$ cat src/rtl/axis_byte_word_packer.sv
// Byte-to-word packer for an AXI-Stream style byte stream: packs C_WORD_BYTES bytes
// per output word with a lane keep mask, flushing partial words on request or idle timeout.
module axis_byte_word_packer #(
  parameter int unsigned C_WORD_BYTES = 4,
  parameter int unsigned C_TIMEOUT    = 16
) (
  input  logic                      aclk,
  input  logic                      areset,
  input  logic                      aclken,
  input  logic [7:0]                s_mesg,
  input  logic                      s_valid,
  output logic                      s_ready,
  input  logic                      flush,
  output logic [8*C_WORD_BYTES-1:0] m_data,
  output logic [C_WORD_BYTES-1:0]   m_keep,
  output logic                      m_valid,
  input  logic                      m_ready
);

  localparam int unsigned CW = $clog2(C_WORD_BYTES);
  localparam int unsigned TW = (C_TIMEOUT > 0) ? $clog2(C_TIMEOUT + 1) : 1;
  localparam int unsigned AW = 8 * (C_WORD_BYTES - 1);
  localparam logic [CW-1:0] LAST = CW'(C_WORD_BYTES - 1);
  localparam logic [TW-1:0] TMAX = TW'(C_TIMEOUT);

  localparam logic [2:0] ST_EMPTY    = 3'd0;
  localparam logic [2:0] ST_FILL     = 3'd1;
  localparam logic [2:0] ST_OUT      = 3'd2;
  localparam logic [2:0] ST_FILL_OUT = 3'd3;
  localparam logic [2:0] ST_STALL    = 3'd4;

  logic [AW-1:0]             acc;
  logic [CW-1:0]             count;
  logic [TW-1:0]             timer;
  logic                      flush_pend;
  logic                      rst_hold;
  logic [2:0]                state;
  logic                      s_hs;
  logic                      m_hs;
  logic                      full_load;
  logic                      tmo;
  logic                      do_flush;
  logic [8*C_WORD_BYTES-1:0] flush_data;
  logic [C_WORD_BYTES-1:0]   flush_keep;

  // State is a pure decode of count/m_valid; STALL is the only state that blocks input.
  always_comb begin
    state = ST_EMPTY;
    if (count == '0)
      state = m_valid ? ST_OUT : ST_EMPTY;
    else if (!m_valid)
      state = ST_FILL;
    else if (count == LAST)
      state = ST_STALL;
    else
      state = ST_FILL_OUT;
  end

  assign s_ready   = ~rst_hold & (state != ST_STALL);
  assign s_hs      = aclken & s_valid & s_ready;
  assign m_hs      = aclken & m_valid & m_ready;
  assign full_load = s_hs & (count == LAST);
  assign tmo       = (C_TIMEOUT != 0) && (timer == TMAX);
  assign do_flush  = aclken & (flush | flush_pend | tmo) & (count != '0) & ~s_hs
                   & (~m_valid | m_ready);

  always_comb begin
    flush_data = '0;
    flush_keep = '0;
    for (int unsigned k = 0; k < C_WORD_BYTES - 1; k++) begin
      if (CW'(k) < count) begin
        flush_data[8*k +: 8] = acc[8*k +: 8];
        flush_keep[k]        = 1'b1;
      end
    end
  end

  always_ff @(posedge aclk or posedge areset) begin
    if (areset)
      rst_hold <= 1'b1;
    else
      rst_hold <= 1'b0;
  end

  always_ff @(posedge aclk or posedge areset) begin
    if (areset) begin
      acc        <= '0;
      count      <= '0;
      timer      <= '0;
      flush_pend <= 1'b0;
      m_data     <= '0;
      m_keep     <= '0;
      m_valid    <= 1'b0;
    end else if (aclken) begin
      if (full_load) begin
        m_data  <= {s_mesg, acc};
        m_keep  <= '1;
        m_valid <= 1'b1;
        count   <= '0;
      end else if (do_flush) begin
        m_data  <= flush_data;
        m_keep  <= flush_keep;
        m_valid <= 1'b1;
        count   <= '0;
      end else begin
        if (m_hs)
          m_valid <= 1'b0;
        if (s_hs)
          count <= count + CW'(1);
      end

      for (int unsigned k = 0; k < C_WORD_BYTES - 1; k++) begin
        if (s_hs && (count == CW'(k)))
          acc[8*k +: 8] <= s_mesg;
      end

      // A completed word leaves nothing behind, so it also retires any pending flush.
      if (do_flush || full_load)
        flush_pend <= 1'b0;
      else if (flush && (count != '0))
        flush_pend <= 1'b1;

      if (s_hs || (count == '0) || do_flush)
        timer <= '0;
      else if ((C_TIMEOUT != 0) && (timer != TMAX))
        timer <= timer + TW'(1);
    end
  end

endmodule

$ cat config.mk
export PLATFORM = sky130hd
export DESIGN_NAME = axis_byte_word_packer
export DESIGN_NICKNAME = d
export VERILOG_FILES = /design/src/rtl/axis_byte_word_packer.sv
export SDC_FILE = /design/constraint.sdc
export NUM_CORES = 1
export LEC_CHECK = 0
export ABC_AREA = 0
export CORE_MARGIN = 2
export CORE_UTILIZATION = 35
export DETAILED_ROUTE_END_ITERATION = 10
export SKIP_CTS_REPAIR_TIMING = 1
export SLEW_MARGIN = 25
export SYNTH_ARGS = -nofsm -noshare
export SYNTH_HDL_FRONTEND = slang
export SYNTH_SLANG_ARGS = --single-unit
export TNS_END_PERCENT = 30
$ cat constraint.sdc
create_clock -name aclk -period 5.26 [get_ports aclk]
set_clock_uncertainty 0.2 [all_clocks]
set_input_delay 0.526 -clock aclk [delete_from_list [all_inputs] [get_ports aclk]]
set_output_delay 0.526 -clock aclk [all_outputs]
set_load 0.03 [all_outputs]
Yosys cells after proc, flatten, opt, wreduce, memory -nomap -nowiden
Index checks and enable logic that the tools add are counted.

Magnitude comparators: 3. Add/subtract/negate cells: 2. Equal/unequal tests: 6. Multiplexer cells: 24. Reductions and logical operators: 22. Bitwise logic cells: 16.

Operator list (count): two-way mux 32 bit (2); two-way mux 8 bit (3); AND reduction 2 bit (8); bitwise AND 1 bit (10); two-way mux 5 bit (2); two-way mux 3 bit (3); two-way mux 1 bit (8); two-way mux 2 bit (4); two-way mux 4 bit (2); nonzero test 2 bit (4); nonzero test 3 bit (2); adder 5 x 1 -> 5 bit, second input constant (1); equality test 5 bit, second input constant (1); inequality test 5 bit, second input constant (1); equality test 2 bit, second input constant (2); logical AND 1 bit (4); less-than comparator 1 x 2 -> 1 bit, first input constant (2); logical OR 1 bit (3); inequality test 3 bit, second input constant (1); NOT 1 bit (3); OR 1 bit (3); adder 2 x 1 -> 2 bit, second input constant (1); equality test 2 x 1 -> 1 bit, second input constant (1); zero test 2 bit (1); less-than comparator 2 bit, first input constant (1).

Flip-flop bits (word level): 70. Word-level logic and storage cells: 83.

Longest topological paths before layout
Word-level depth: 13. Gate-level depth with buffers: 7.

Worst setup path before layout
Ideal clock, no wire load.

Path kind: reg2reg. Start point: register count[1]. End point: register m_data[0]. Clock period less this slack: 2.183 ns. Buffers on the path: 1. Path slack: 3.077 ns. Stages on the path, launching flop included: 8. Arrival: 1.857 ns. Setup time: 0.125 ns. Cell sequence: dfrtp_1 inv_1 ha_1 nand2b_1 and3_4 a21oi_4 buf_6 mux2_4.

Longest elaborated chain between the ends: 12. Elaborated cells on any way between the ends: 20. Classes of those cells: order compare (1); eq/ne (2); mux (6); bitwise (7); reduce/logical (4).

Ends and longest elaborated chain: start, declared (line 33) `logic [CW-1:0] count;`; start signal, assigned (line 109) `count <= count + CW'(1);`; equality test 2 bit (line 53, 62); two-way mux 3 bit (line 53) `else if (count == LAST)`; two-way mux 3 bit (line 51) `else if (!m_valid)`; two-way mux 3 bit (line 49) `if (count == '0)`; inequality test 3 bit (line 59) `assign s_ready = ~rst_hold & (state != ST_STALL);`; bitwise AND 1 bit (line 59); bitwise AND 1 bit (line 60) `assign s_hs = aclken & s_valid & s_ready;`; NOT 1 bit (line 64) `assign do_flush = aclken & (flush | flush_pend | tmo) & (count != '0) & ~s_hs`; bitwise AND 1 bit (line 64); bitwise AND 1 bit (line 65) `& (~m_valid | m_ready);`; nonzero test 2 bit (no line); AND reduction 2 bit (no line); end signal, assigned (line 96) `m_data <= {s_mesg, acc};`; end signal, assigned (line 101) `m_data <= flush_data;`; end, declared (line 14) `output logic [8*C_WORD_BYTES-1:0] m_data,`.

Parallel ways exist; a longest one is shown, timed or not. The select of a mux whose other input is x is not followed. A chain may end at the register's enable or synchronous reset.

Final worst setup path
Start point: register count[1]. End point: output s_ready.

Longest elaborated chain between the ends: 6. Elaborated cells on any way between the ends: 7. Classes of those cells: eq/ne (2); mux (3); bitwise (1); reduce/logical (1).

Ends and longest elaborated chain: equality test 2 bit (line 53); two-way mux 3 bit (line 53); two-way mux 3 bit (line 51); two-way mux 3 bit (*) (line 49); inequality test 3 bit (*) (line 59); bitwise AND 1 bit (*) (line 59); end, declared (line 12) `output logic s_ready,`.

Every way passes the cells marked *; elsewhere a longest branch is shown, timed or not.

==> qor.yml <==
run_status:
  status: "completed"
logic_synthesis:
  synth_top_family_by_area: "multiplexers"
  synth_xor_area_frac: 0
  synth.avg_cell_area_um2: 12.93
  synth.distinct_cells: 42
  synth_fp_nets: 253
  synthFlopType: "dfrtp_1"
  seq_area_frac_synth: 0.5869
  synthSimpleGateAreaFrac: 0.08965
  synth-async-reset-ratio: 1.000
  yosys_register_bits: 70
  synth-compound-area-share: 0.1282
  synthAdderAreaFrac: 0.03351
  synth_edf_count: 0
  synth_cells: 231
  synth_warnings: 0
  synthMuxAreaShare: 0.1353
  syn_area_um2: 2987
cts:
  clock-root-buffer: "clkbuf_8"
  clk_latency_ps: 350
  cts_buffer_depth: 2
  htree_num_levels: 3
  cts_tree: "built"
  clk_pin_slew_ps: 70
  clock_sinks: 70
  cts_buffers: 9
grt:
  antenna_found_initial: 0
  grt_pass1_wl_um: 10410
  grt.busiest_layer: "met1"
  grt_pass1_vias: 1983
  gr-total-overflow: 0
  grt.total_usage: 0.1549
  grt_max_degree: 47
  grt_util_met1: 0.2312
  met2_usage: 0.2130
  met3_usage: 0.03103
worst_setup_path:
  startpoint: "count[1]$_DFFE_PP0P_"
  required_ps: 4530
  cp_max_fo: 8
  endpoint: "s_ready"
  r2r_setup_slack_ps: 2440
  path_class: "reg -> out"
  arrival_ps: 2350
  start_kind: "flop"
  endpoint_kind: "output port"
  r2r_end: "m_data[4]$_DFFE_PP0P_"
  timing.rr.start: "count[1]$_DFFE_PP0P_"
  r2r_cells: 6
sta:
  period_needed_ps: 3074
  setup-tns-final_ps: 0
  setup_viol: 0
  final_max_slew_viol_count: 0
  fin_crit_sh: 0.5844
  timing_hold_violations_final: 0
  rsz0062_at_grt: "no"
  setup_slack_ps: 2186
  tightest_slew_ps: 867.2
  slew_headroom: 0.4205
  fmax_mhz: 325.3
power_and_ir_drop:
  vdd.ir_drop.worst_mv: 0.3117
  pwr_density_cell_nw_per_um2: 560.6
  p_leak_nw: 1.699
placement:
  place.gp.congestion: 0.7745
  dp.cells: 381
  post-place-ws_ps: 2039
  port_buffers: 51
  place_hpwl_um: 4349
die:
  die_width_um: 96.38
  die_area_um2: 9288
  core_um2: 8258
  pin_count: 52
  die_height_um: 96.38
  initial_core_util: 0.3617
  placementRows: 33
min_path:
  hp-start: "m_keep[1]$_DFFE_PP0P_"
  hold_path.class: "reg -> reg"
cells_and_area:
  fin_cells: 397
  mostFrequentLayoutCell: "dfrtp_1"
  layout-drive-gt1-share: 0.1952
  layout_common_cells: "dfrtp_1 (69), clkdlybuf4s50_1 (51), nand2_1 (30), mux2_2 (30), a22o_1 (14)"
  area_delta_synth_final_pct: 27.69
  final_nets: 309
  antennaDiodeCount: 0
routing:
  post-route-drc-count: 0
  dr_total_vias: 1989
  drtAntennaViolNets: 0
  drtIter0Drc: 77
  firstDrtPassIters: 4
  viasPerCell: 5.010
  wl_per_cell_um: 16.42
  drt-total-wl_um: 6519
run:
  maxCapViolCount: 0
routing by layer:
layer | up-vias | wire (um)
met2 | 47 | 2727
li1 | 941 | -
met5 | - | 0
met3 | 12 | 296
met1 | 989 | 3349
met4 | 0 | 145
cell families after synthesis:
logic type,Yosys count
buffers and inverters,15
adder cells (fa/ha/maj),8
AND/OR/NAND/NOR,52
multiplexers,35
AO/OA/AOI/OAI,50
flip-flops,70
other,1
worst min path at each step:
stage / to / depth (start not counted)
after global placement: m_data[2]$_DFFE_PP0P_ / 1
after floorplan: m_data[2]$_DFFE_PP0P_ / 1
after CTS: m_data[10]$_DFFE_PP0P_ / 1
after global routing: m_keep[3]$_DFFE_PP0P_ / 1
after detailed placement: m_data[2]$_DFFE_PP0P_ / 1
final: m_keep[1]$_DFFE_PP0P_ / 1
worst max-delay path: stages (launching register included):
cell             delay, ps
dfrtp_1                480
inv_1                  170
ha_1                   320
and3b_1                220
nor2_1                 120
clkdlybuf4s50_1        680
through the flow:
step | hold WS [ps] | util | area [um^2] | power [mW]
after floorplan | 252.2 | - | 2987 | 1.370
after global placement | 263.0 | 0.4348 | 3591 | 1.651
after detailed placement | 268.8 | 0.4348 | 3591 | 1.662
after global routing | 305.3 | 0.4618 | 3814 | 2.259
after CTS | 286.4 | 0.4617 | 3812 | 2.157
final | 283.7 | 0.4618 | 3814 | 2.138
synthesized netlist by cell type (3+ instances only):
master | instances | area share
buf_2 | 3 | 0.0050
dfrtp_1 | 69 | 0.58
o22ai_1 | 4 | 0.0084
a21oi_1 | 5 | 0.0084
nor2_1 | 6 | 0.0075
mux2_4 | 3 | 0.015
ha_1 | 8 | 0.034
o21ai_0 | 11 | 0.018
mux2_2 | 30 | 0.11
inv_1 | 8 | 0.010
nand2_1 | 30 | 0.038
a22o_1 | 14 | 0.041
a21o_1 | 4 | 0.010
flip-flops by register name (all words and copies together), names as in the netlist:
signal / cells
acc: 24
count: 2
flush_pend: 1
m_data: 32
m_keep: 4
m_valid: 1
rst_hold: 1
timer: 5
report_power, final:
part / internal, mW / switching, mW / total [mW]
Combinational: 0.371 / 0.419 / 0.790
Sequential: 0.736 / 0.124 / 0.860
Clock: 0.271 / 0.216 / 0.488
layout make-up:
class / instances / area (um^2)
fill: 776 / 4444
sequential: 70 / 1753
multi-input combinational: 146 / 1159
timing repair buffer: 52 / 518.0
tap: 105 / 131.4
clock buffer: 10 / 127.6
clock inverter: 6 / 93.84
inverter: 8 / 31.28
(Power assumes the default switching activity.)
